$ cat src/rtl/code_lock_pkg.sv
// Shared types and helpers for the programmable code lock.
package code_lock_pkg;

  typedef enum logic [2:0] {
    ST_ENTRY   = 3'd0,
    ST_CHECK   = 3'd1,
    ST_OPEN    = 3'd2,
    ST_PROG    = 3'd3,
    ST_LOCKOUT = 3'd4
  } state_e;

  // Bits needed to hold the values 0..n; never less than one bit.
  function automatic int cnt_w(input int n);
    return (n < 1) ? 1 : $clog2(n + 1);
  endfunction

endpackage

$ cat src/rtl/code_lock_timer.sv
// Saturating load/enable down-counter; o_done marks the enabled clock on which
// the count expires. A LIMIT of 0 keeps o_done permanently low.
module code_lock_timer
  import code_lock_pkg::*;
#(
  parameter int LIMIT = 0
) (
  input  logic i_clk,
  input  logic i_rst,
  input  logic i_load,
  input  logic i_en,
  output logic o_done
);

  localparam int W = cnt_w(LIMIT);

  logic [W-1:0] cnt_q, cnt_d;

  always_comb begin
    cnt_d = cnt_q;
    if (i_load) begin
      cnt_d = W'(LIMIT);
    end else if (i_en && (cnt_q != '0)) begin
      cnt_d = cnt_q - 1'b1;
    end
  end

  always_ff @(posedge i_clk) begin
    if (i_rst) begin
      cnt_q <= '0;
    end else begin
      cnt_q <= cnt_d;
    end
  end

  assign o_done = (LIMIT != 0) && i_en && (cnt_q == W'(1));

endmodule

$ cat src/rtl/code_lock_prog.sv
// Programmable code lock: whole-word code entry, fail counting with timed
// lockout, in-place reprogramming while open, optional digit gap and relock timers.
module code_lock_prog
  import code_lock_pkg::*;
#(
  parameter int DIGIT_W     = 4,
  parameter int CODE_LEN    = 4,
  parameter logic [CODE_LEN*DIGIT_W-1:0] DEFAULT_CODE = {4'd2, 4'd3, 4'd2, 4'd7},
  parameter int MAX_FAIL    = 3,
  parameter int LOCKOUT_CYC = 1000,
  parameter int GAP_CYC     = 0,
  parameter int OPEN_CYC    = 0
) (
  input  logic                          i_clk,
  input  logic                          i_rst,
  input  logic [DIGIT_W-1:0]            i_code,
  input  logic                          i_code_vld,
  input  logic                          i_close,
  input  logic                          i_prog,
  output logic                          o_open,
  output logic                          o_fail,
  output logic                          o_lockout,
  output logic                          o_prog_done,
  output logic [$clog2(MAX_FAIL+1)-1:0] o_fail_cnt,
  output logic [2:0]                    o_dbg_state
);

  localparam int CW     = CODE_LEN * DIGIT_W;
  localparam int IDX_W  = cnt_w(CODE_LEN);
  localparam int FCNT_W = $clog2(MAX_FAIL + 1);

  state_e              state_q, state_d;
  logic [IDX_W-1:0]    idx_q, idx_d;
  logic [CW-1:0]       buf_q, buf_d;
  logic [CW-1:0]       shadow_q, shadow_d;
  logic [CW-1:0]       code_q, code_d;
  logic [FCNT_W-1:0]   fail_cnt_q, fail_cnt_d;
  logic                fail_q, fail_d;
  logic                prog_done_q, prog_done_d;
  logic [CW+DIGIT_W-1:0] buf_shift, shadow_shift;
  logic                last_digit;
  logic gap_load, gap_en, gap_done;
  logic open_load, open_en, open_done;
  logic lock_load, lock_en, lock_done;

  // Newest digit enters the LS field, so the first digit ends up in the MS field.
  assign buf_shift    = {buf_q, i_code};
  assign shadow_shift = {shadow_q, i_code};
  assign last_digit   = (idx_q == IDX_W'(CODE_LEN - 1));

  always_comb begin
    state_d     = state_q;
    idx_d       = idx_q;
    buf_d       = buf_q;
    shadow_d    = shadow_q;
    code_d      = code_q;
    fail_cnt_d  = fail_cnt_q;
    fail_d      = 1'b0;
    prog_done_d = 1'b0;
    gap_load    = 1'b0;
    gap_en      = 1'b0;
    open_load   = 1'b0;
    open_en     = 1'b0;
    lock_load   = 1'b0;
    lock_en     = 1'b0;
    case (state_q)
      ST_ENTRY: begin
        if (i_code_vld) begin
          buf_d    = buf_shift[CW-1:0];
          gap_load = 1'b1;
          if (last_digit) begin
            idx_d   = '0;
            state_d = ST_CHECK;
          end else begin
            idx_d = idx_q + 1'b1;
          end
        end else if (idx_q != '0) begin
          gap_en = 1'b1;
          if (gap_done) idx_d = '0;
        end
      end
      ST_CHECK: begin
        if (buf_q == code_q) begin
          state_d    = ST_OPEN;
          fail_cnt_d = '0;
          open_load  = 1'b1;
        end else begin
          fail_d = 1'b1;
          if (fail_cnt_q == FCNT_W'(MAX_FAIL - 1)) begin
            fail_cnt_d = FCNT_W'(MAX_FAIL);
            state_d    = ST_LOCKOUT;
            lock_load  = 1'b1;
          end else begin
            fail_cnt_d = fail_cnt_q + 1'b1;
            state_d    = ST_ENTRY;
          end
        end
      end
      ST_OPEN: begin
        open_en = 1'b1;
        if (i_close) begin
          state_d = ST_ENTRY;
        end else if (i_prog) begin
          idx_d   = '0;
          state_d = ST_PROG;
        end else if (open_done) begin
          state_d = ST_ENTRY;
        end
      end
      ST_PROG: begin
        if (i_close) begin
          idx_d   = '0;
          state_d = ST_ENTRY;
        end else if (i_code_vld) begin
          shadow_d = shadow_shift[CW-1:0];
          gap_load = 1'b1;
          if (last_digit) begin
            code_d      = shadow_shift[CW-1:0];
            prog_done_d = 1'b1;
            idx_d       = '0;
            open_load   = 1'b1;
            state_d     = ST_OPEN;
          end else begin
            idx_d = idx_q + 1'b1;
          end
        end else if (idx_q != '0) begin
          gap_en = 1'b1;
          if (gap_done) begin
            idx_d     = '0;
            open_load = 1'b1;
            state_d   = ST_OPEN;
          end
        end
      end
      ST_LOCKOUT: begin
        lock_en = 1'b1;
        if (lock_done) begin
          fail_cnt_d = '0;
          state_d    = ST_ENTRY;
        end
      end
      default: state_d = ST_ENTRY;
    endcase
  end

  always_ff @(posedge i_clk) begin
    if (i_rst) begin
      state_q     <= ST_ENTRY;
      idx_q       <= '0;
      buf_q       <= '0;
      shadow_q    <= '0;
      code_q      <= DEFAULT_CODE;
      fail_cnt_q  <= '0;
      fail_q      <= 1'b0;
      prog_done_q <= 1'b0;
    end else begin
      state_q     <= state_d;
      idx_q       <= idx_d;
      buf_q       <= buf_d;
      shadow_q    <= shadow_d;
      code_q      <= code_d;
      fail_cnt_q  <= fail_cnt_d;
      fail_q      <= fail_d;
      prog_done_q <= prog_done_d;
    end
  end

  code_lock_timer #(.LIMIT(GAP_CYC)) u_gap_tmr (
    .i_clk(i_clk), .i_rst(i_rst), .i_load(gap_load), .i_en(gap_en), .o_done(gap_done)
  );

  code_lock_timer #(.LIMIT(OPEN_CYC)) u_open_tmr (
    .i_clk(i_clk), .i_rst(i_rst), .i_load(open_load), .i_en(open_en), .o_done(open_done)
  );

  code_lock_timer #(.LIMIT(LOCKOUT_CYC)) u_lock_tmr (
    .i_clk(i_clk), .i_rst(i_rst), .i_load(lock_load), .i_en(lock_en), .o_done(lock_done)
  );

  assign o_open      = (state_q == ST_OPEN) || (state_q == ST_PROG);
  assign o_lockout   = (state_q == ST_LOCKOUT);
  assign o_fail      = fail_q;
  assign o_prog_done = prog_done_q;
  assign o_fail_cnt  = fail_cnt_q;
  assign o_dbg_state = state_q;

endmodule

$ cat config.mk
export PLATFORM = sky130hd
export DESIGN_NAME = code_lock_prog
export DESIGN_NICKNAME = d
export VERILOG_FILES = /design/src/rtl/code_lock_pkg.sv /design/src/rtl/code_lock_timer.sv /design/src/rtl/code_lock_prog.sv
export SDC_FILE = /design/constraint.sdc
export NUM_CORES = 1
export LEC_CHECK = 0
export BUFFER_PORTS_ARGS = -buffer_cell sky130_fd_sc_hd__buf_2
export CAP_MARGIN = 10
export CORE_MARGIN = 4
export CORE_UTILIZATION = 55
export CTS_BUF_LIST = sky130_fd_sc_hd__clkbuf_2
export DETAILED_ROUTE_END_ITERATION = 10
export PLACE_DENSITY = 0.73
export SLEW_MARGIN = 20
export SYNTH_ARGS = -nofsm -noshare
export SYNTH_HDL_FRONTEND = slang
export SYNTH_SLANG_ARGS = --single-unit
$ cat constraint.sdc
create_clock -name i_clk -period 2.1 [get_ports i_clk]
set_input_delay 0.105 -clock i_clk [delete_from_list [all_inputs] [get_ports i_clk]]
set_output_delay 0.105 -clock i_clk [all_outputs]
set_load 0.01 [all_outputs]
==> results of run 1 <==
[power groups by stage]
stage	clock network (W)	registers [W]	logic, W
floorplan	0	0.00126	0.0000576
global placement	0	0.00126	0.0000813
detailed placement	0	0.00126	0.0000830
CTS	0.000844	0.00124	0.0000926
global route	0.000912	0.00124	0.000104
finish	0.000830	0.00124	0.0000923
[synthesized netlist by cell type, types with 4 or more instances]
| cell type | count |
|---|---|
| xor2_1 | 16 |
| dfxtp_1 | 64 |
| inv_1 | 9 |
| a21oi_1 | 34 |
| xnor2_1 | 6 |
| nand3b_1 | 8 |
| mux2i_1 | 16 |
| nor2b_1 | 4 |
| nand2b_1 | 4 |
| nor3_1 | 5 |
| clkbuf_1 | 13 |
| nand2_1 | 69 |
| ha_1 | 4 |
| nor2_1 | 21 |
| nor4_1 | 5 |
[logic make-up (layout without fill, tap and decap cells)]
family / after synthesis / count (layout) / share of synthesized area [%]
compound gates: 49 / 49 / 10.4
xor+xnor: 22 / 22 / 7.11
fa+ha+maj: 4 / 4 / 1.85
buf+inv: 25 / 53 / 3.60
flops: 64 / 64 / 47.3
mux: 17 / 17 / 6.32
simple gates: 133 / 133 / 23.4
[sequential cells by signal (all words and copies together), names as in the netlist]
name	count
o_prog_done	1
code_q	16
o_fail_cnt	2
u_lock_tmr.cnt_q	10
o_dbg_state	3
o_fail	1
idx_q	3
buf_q	16
shadow_q	12
[worst paths after layout]
path	end	slack, ns	cells past startpoint
worst min-delay path	o_dbg_state[0]	0.06	4
worst min register to register	idx_q[2]	0.45	2
worst max-delay path	u_lock_tmr.cnt_q[2]	0.20	5
worst max register to register	u_lock_tmr.cnt_q[2]	0.20	5
[per-stage QoR]
step	setup slack, ns	std cells	hold WS, ns	instance area [um^2]
after floorplan	0.349	314	0.224	2710
after global placement	0.269	387	0.351	2860
after detailed placement	0.217	387	0.356	2860
after CTS	0.201	409	0.0432	3050
after global routing	0.103	409	0.0912	3050
final	0.196	409	0.0601	3050
[routing by layer]
metal	vias up	part of all wire (%)	GRT usage, %
met5	-	0	0
met4	0	2.8	12.2
met3	13	2.8	4.13
met2	29	45	30.4
met1	985	49	25.9
li1	1109	-	-
[critical path, stage by stage (launching register included)]
cell and delay (ns):
dfxtp_1 0.37, or3_2 0.53, nor3_4 0.39, nor2_2 0.09, mux2_2 0.26, and3b_1 0.17
[area by class of cell]
| type | instances | area, um^2 |
|---|---|---|
| well taps | 67 | 83.8 |
| flip-flops and latches | 64 | 1280 |
| inverters | 9 | 33.8 |
| fillers | 445 | 1710 |
| clock inverters | 4 | 68.8 |
| repair buffers | 28 | 183 |
| multi-input cells | 225 | 1340 |
| clock buffers | 12 | 60.1 |
==> results.md, run 1 <==
* Post-route ant nets at 0
* Synth async-reset ratio at 0%
* Synth area leader: dfxtp_1
* DR vias/cell at 5.22
* Setup-failing EPs final at 0
* P per Cell Area at 709 nW/um^2
* Rows at 25
* Most frequent cells in the layout: 69 x nand2_1, 64 x dfxtp_1, 34 x a21oi_1
* Worst-path clk slew at 0.17 ns
* Global-route usage over all layers at 19.9%
* Power Total at 0.00216 W
* Share of cells above drive strength 1 at 13.5%
* Post-CTS Hold Fix Bufs at 6
* Max FO, Critical Path at 10
* I/O Buffers at 17
* Crit path time final at 1.90 ns
* Sw frac at 22.7%
* Combinational power share at 4.3%
* P_sw at 0.000489 W
* # Post-CTS Setup Buffers at 0
* Grt ovf at 0
* Status: finished, final reports clean
* Worst Path Arrival at 2.28 ns
* Relative slew margins at 61.2%
* Hold Crit Start: i_code_vld
* Syn_nets at 327
* Drt wl/cell at 12.8 um
* Vias post-DR at 2,136
* P&R area growth vs syn at 12.4%
* Share of the synthesized area in the top cell type at 47.3%
* Pre-Repair DR Iteration Count at 5
* Worst Hold Class: in -> reg
* Avg Inst Size Synth at 8.63 um^2
* Internal power at 0.00167 W
* Top cells by area, synth: dfxtp_1 47%, nand2_1 9.6%, a21oi_1 6.3%
* CP Launch Point: u_lock_tmr.cnt_q[3]
* # DRC at 0
* Leak at 1.32 nW
* Commonest non-fill, non-tap cell in the layout: nand2_1
* Worst-Margin Slew at 0.582 ns
* CTS tree: done
* Ant diodes at 0
* Distinct cells, synth at 37
* H-tree levels at 3
* Die Wd at 78.2 um
* Post-synthesis sequential area ratio at 47.3%
* Prevailing post-synth register cell: dfxtp_1
* IR Drop Worst-Case VDD at 0.000397 V
* Unrepaired setup endpoints after global routing: no
* Hold Fails Final Rpt at 0
* Clock power frac at 38.4%
* Final GP Congestion at 0.829
* Pin count of the biggest net entering global routing at 46
* Max cap viols at 0
* Post-Syn Instances at 314
* Hpwl dp at 3400 um
* Num CTS Buffers at 9
* First-pass GRT wire length at 9620 um
* Period Utilization, post-route at 90.7%
* Setup TNS at 0 ns
* Antenna violations before repair at 0
* Ports at 18
* Crit Reg-Reg Startpoint: u_lock_tmr.cnt_q[3]
* Max frequency at 525 MHz
* Die area at 6110 um^2
* Vias in the first global route at 2,118
* Clk Latency, worst-skew pair at 0.49 ns
* # clock sinks at 64
* Worst Skew at 0.0222 ns
* Core Region at 4750 um^2
* Startpoint Class: flip-flop
* Starting Density at 57.0%
* Post_cts resized at 0
* Overall die height at 78.2 um
* Final core occ at 64.1%
* #FFs+latches synth at 64
* Max-slew violations at 0
* Final nets at 350
* Final wirelength at 5230 um
* Critical path required time at 2.48 ns
* Crit Path Class: reg -> reg
* Sequential power share at 57.3%
* Initial drt markers at 168
* Crit end category: flip-flop
* CTS Root Cell: clkbuf_2
* Post-Syn Area at 2710 um^2
* Synthesis Warnings at 0
* Number of flops mapped to enable cells by yosys at 0
* Maximum root-to-sink buffer count at 2
Power figures use the tool's default switching activity.
==> run 2, diff against run 1 <==
GPL_ROUTABILITY_DRIVEN = 0   (was not set)
RECOVER_POWER = 25   (was not set)
==> run 2 against run 1 <==
Net effect: clock power is essentially flat; power about the same; clock skew up 0.00078 ns; clock-buffer cell count is the same; sequential power barely moved; fmax about the same; cell area decreased by 0.41%; global-route usage unchanged; core utilization shrank 0.26 points; via count fell by 0.14%; critical endpoint unchanged.
==> results.md, run 2 (synthesized netlist as in run 1, its figures left out) <==
* IR Drop Worst-Case VDD at 0.000397 V (about the same)
* Unrepaired setup endpoints after global routing: no
* CP bufs+invs at 0 (unchanged)
* Worst-path clk slew at 0.18 ns (about the same)
* Ports at 18 (unchanged)
* R2R depth at 5 (unchanged)
* Area of the multi-input gates at 1340 um^2 (unchanged)
* Drt wl/cell at 12.9 um (+0.98%)
* Die area at 6110 um^2 (unchanged)
* Clock power frac at 38.4% (about the same)
* Rows at 25 (unchanged)
* # Post-CTS Setup Buffers at 0 (unchanged)
* Crit end category: flip-flop
* Relative slew margins at 44.5% (-17 points)
* Worst-Margin Slew at 0.833 ns (+0.251 ns)
* Global-route usage over all layers at 19.9% (unchanged)
* P_sw at 0.000491 W (+0.24%)
* Worst setup endpoint: u_lock_tmr.cnt_q[2]
* Crit path depth at 5 (unchanged)
* Internal power at 0.00167 W (about the same)
* Final nets at 350 (unchanged)
* Status: finished, final reports clean
* Max-slew violations at 0 (unchanged)
* P&R area growth vs syn at 12.0%
* Final wirelength at 5280 um (+0.98%)
* Final core occ at 63.8% (-0.26 points)
* CP Launch Point: u_lock_tmr.cnt_q[3]
* Sequential power share at 57.3% (about the same)
* DR vias/cell at 5.22 (-0.14%)
* Post_cts resized at 0 (unchanged)
* Fillers at 452 (+1.6%)
* CP peak stage delay at 0.53 ns (about the same)
* Post-CTS Hold Fix Bufs at 6 (unchanged)
* Max FO, Critical Path at 10 (unchanged)
* Clk Latency, worst-skew pair at 0.49 ns (about the same)
* Storage cell area at 1280 um^2 (unchanged)
* Pre-Repair DR Iteration Count at 5 (unchanged)
* Max cap viols at 0 (unchanged)
* # DRC at 0 (unchanged)
* Num CTS Buffers at 9 (unchanged)
* Hpwl dp at 3400 um (unchanged)
* # clock sinks at 64 (unchanged)
* Overall die height at 78.2 um (unchanged)
* Startpoint Class: flip-flop
* Most frequent cells in the layout: 69 x nand2_1, 64 x dfxtp_1, 34 x a21oi_1
* Vias post-DR at 2,133 (-0.14%)
* Post-route ant nets at 0 (unchanged)
* Share of cells above drive strength 1 at 11.1% (-2.3 points)
* Combinational power share at 4.3% (about the same)
* Crit-path cells: or3_2 > nor3_4 > nor2_2 > mux2_2 > and3b_1
* CTS Root Cell: clkbuf_2
* Die Wd at 78.2 um (unchanged)
* Setup TNS at 0 ns (unchanged)
* P per Cell Area at 712 nW/um^2 (+0.46%)
* Crit Reg-Reg Startpoint: u_lock_tmr.cnt_q[3]
* Starting Density at 57.0% (unchanged)
* Worst Skew at 0.0230 ns (+0.000784 ns)
* Critical path's top delay family: simple AND/OR/NAND/NOR gates
* FF-to-FF End: u_lock_tmr.cnt_q[2]
* Antenna violations before repair at 0 (unchanged)
* I/O Buffers at 17 (unchanged)
* Critical path required time at 2.48 ns (about the same)
* Commonest non-fill, non-tap cell in the layout: nand2_1
* Sw frac at 22.7% (+0.044 points)
* Period Utilization, post-route at 90.7% (about the same)
* Vias in the first global route at 2,118 (unchanged)
* Worst Hold Class: in -> reg
* Leak at 1.29 nW (-2.6%)
* CTS tree: done
* First-pass GRT wire length at 9620 um (unchanged)
* Setup-failing EPs final at 0 (unchanged)
* Pin count of the biggest net entering global routing at 46 (unchanged)
* Ant diodes at 0 (unchanged)
* Crit path time final at 1.91 ns (+0.000724 ns)
* H-tree levels at 3 (unchanged)
* Critical-path top delay cell: or3_2
* Crit Path Class: reg -> reg
* Biggest regs: buf_q: 16 flops, code_q: 16 flops, shadow_q: 12 flops
* Initial drt markers at 158 (-6.0%)
* Hold Fails Final Rpt at 0 (unchanged)
* Maximum root-to-sink buffer count at 2 (unchanged)
* Grt ovf at 0 (unchanged)
* Register-to-register setup slack at 0.19 ns (about the same)
* Core Region at 4750 um^2 (unchanged)
* Max frequency at 525 MHz (about the same)
* Worst Path Arrival at 2.28 ns (about the same)
==> run 2: changes by cell type in the layout (fill, tap and decap cells not counted) <==
| cell | delta |
|---|---|
| buf_4 | -1 |
| buf_2 | -7 |
| clkbuf_1 | +8 |
==> run 2: stage by stage <==
| stage | cells | setup slack (ns) | cell area, um^2 | hold WS (ns) | total power, W |
|---|---|---|---|---|---|
| 2_1_floorplan | 314 | 0.349 | 2710 | 0.224 | 0.00132 |
| 3_3_place_gp | 387 | 0.269 | 2860 | 0.351 | 0.00134 |
| 3_5_place_dp | 387 | 0.217 | 2860 | 0.356 | 0.00135 |
| 4_1_cts | 409 | 0.201 | 3050 | 0.0432 | 0.00217 |
| 5_1_grt | 409 | 0.103 | 3030 | 0.0912 | 0.00226 |
| 6_report | 409 | 0.195 | 3030 | 0.0595 | 0.00216 |
==> run 2: worst min-delay path by stage <==
stage,endpoint,from,depth (start not counted)
2_1_floorplan,o_dbg_state[1],i_close,1
3_3_place_gp,code_q[1],i_code[1],3
3_5_place_dp,code_q[0],i_code[0],3
4_1_cts,o_dbg_state[0],i_code_vld,4
5_1_grt,o_dbg_state[0],i_code_vld,4
6_report,o_dbg_state[0],i_code_vld,4
==> run 2: worst register-to-register path: cells and delay by family, from the launching register on <==
kind             cells  cell delay [ns]
AND/OR/NAND/NOR      4             1.18
multiplexers         1             0.26
flip-flops           1             0.37
==> run 2: metal layers <==
| layer | wire length (um) | part of all wire (%) | track usage, % | vias to the layer above |
|---|---|---|---|---|
| met5 | 0 | 0 | 0 | - |
| met4 | 146 | 2.8 | 12.2 | 0 |
| met3 | 138 | 2.6 | 4.13 | 13 |
| met2 | 2380 | 45 | 30.4 | 27 |
| met1 | 2620 | 50 | 25.9 | 983 |
| li1 | - | - | - | 1110 |
==> run 2: power groups by stage <==
stage          sequential [W]  clock, W  combinational [W]
3_3_place_gp          0.00126         0          0.0000813
4_1_cts               0.00124  0.000844          0.0000926
3_5_place_dp          0.00126         0          0.0000830
6_report              0.00124  0.000830          0.0000927
5_1_grt               0.00124  0.000912           0.000104
2_1_floorplan         0.00126         0          0.0000576
==> run 2: cell type report <==
| type | instances | area share (%) |
|---|---|---|
| Inverter | 9 | 1.11 |
| Sequential cell | 64 | 42.2 |
| Clock buffer | 12 | 1.98 |
| Timing Repair Buffer | 28 | 5.61 |
| Clock inverter | 4 | 2.27 |
| Tap cell | 67 | 2.76 |
| Multi-Input combinational cell | 225 | 44.0 |
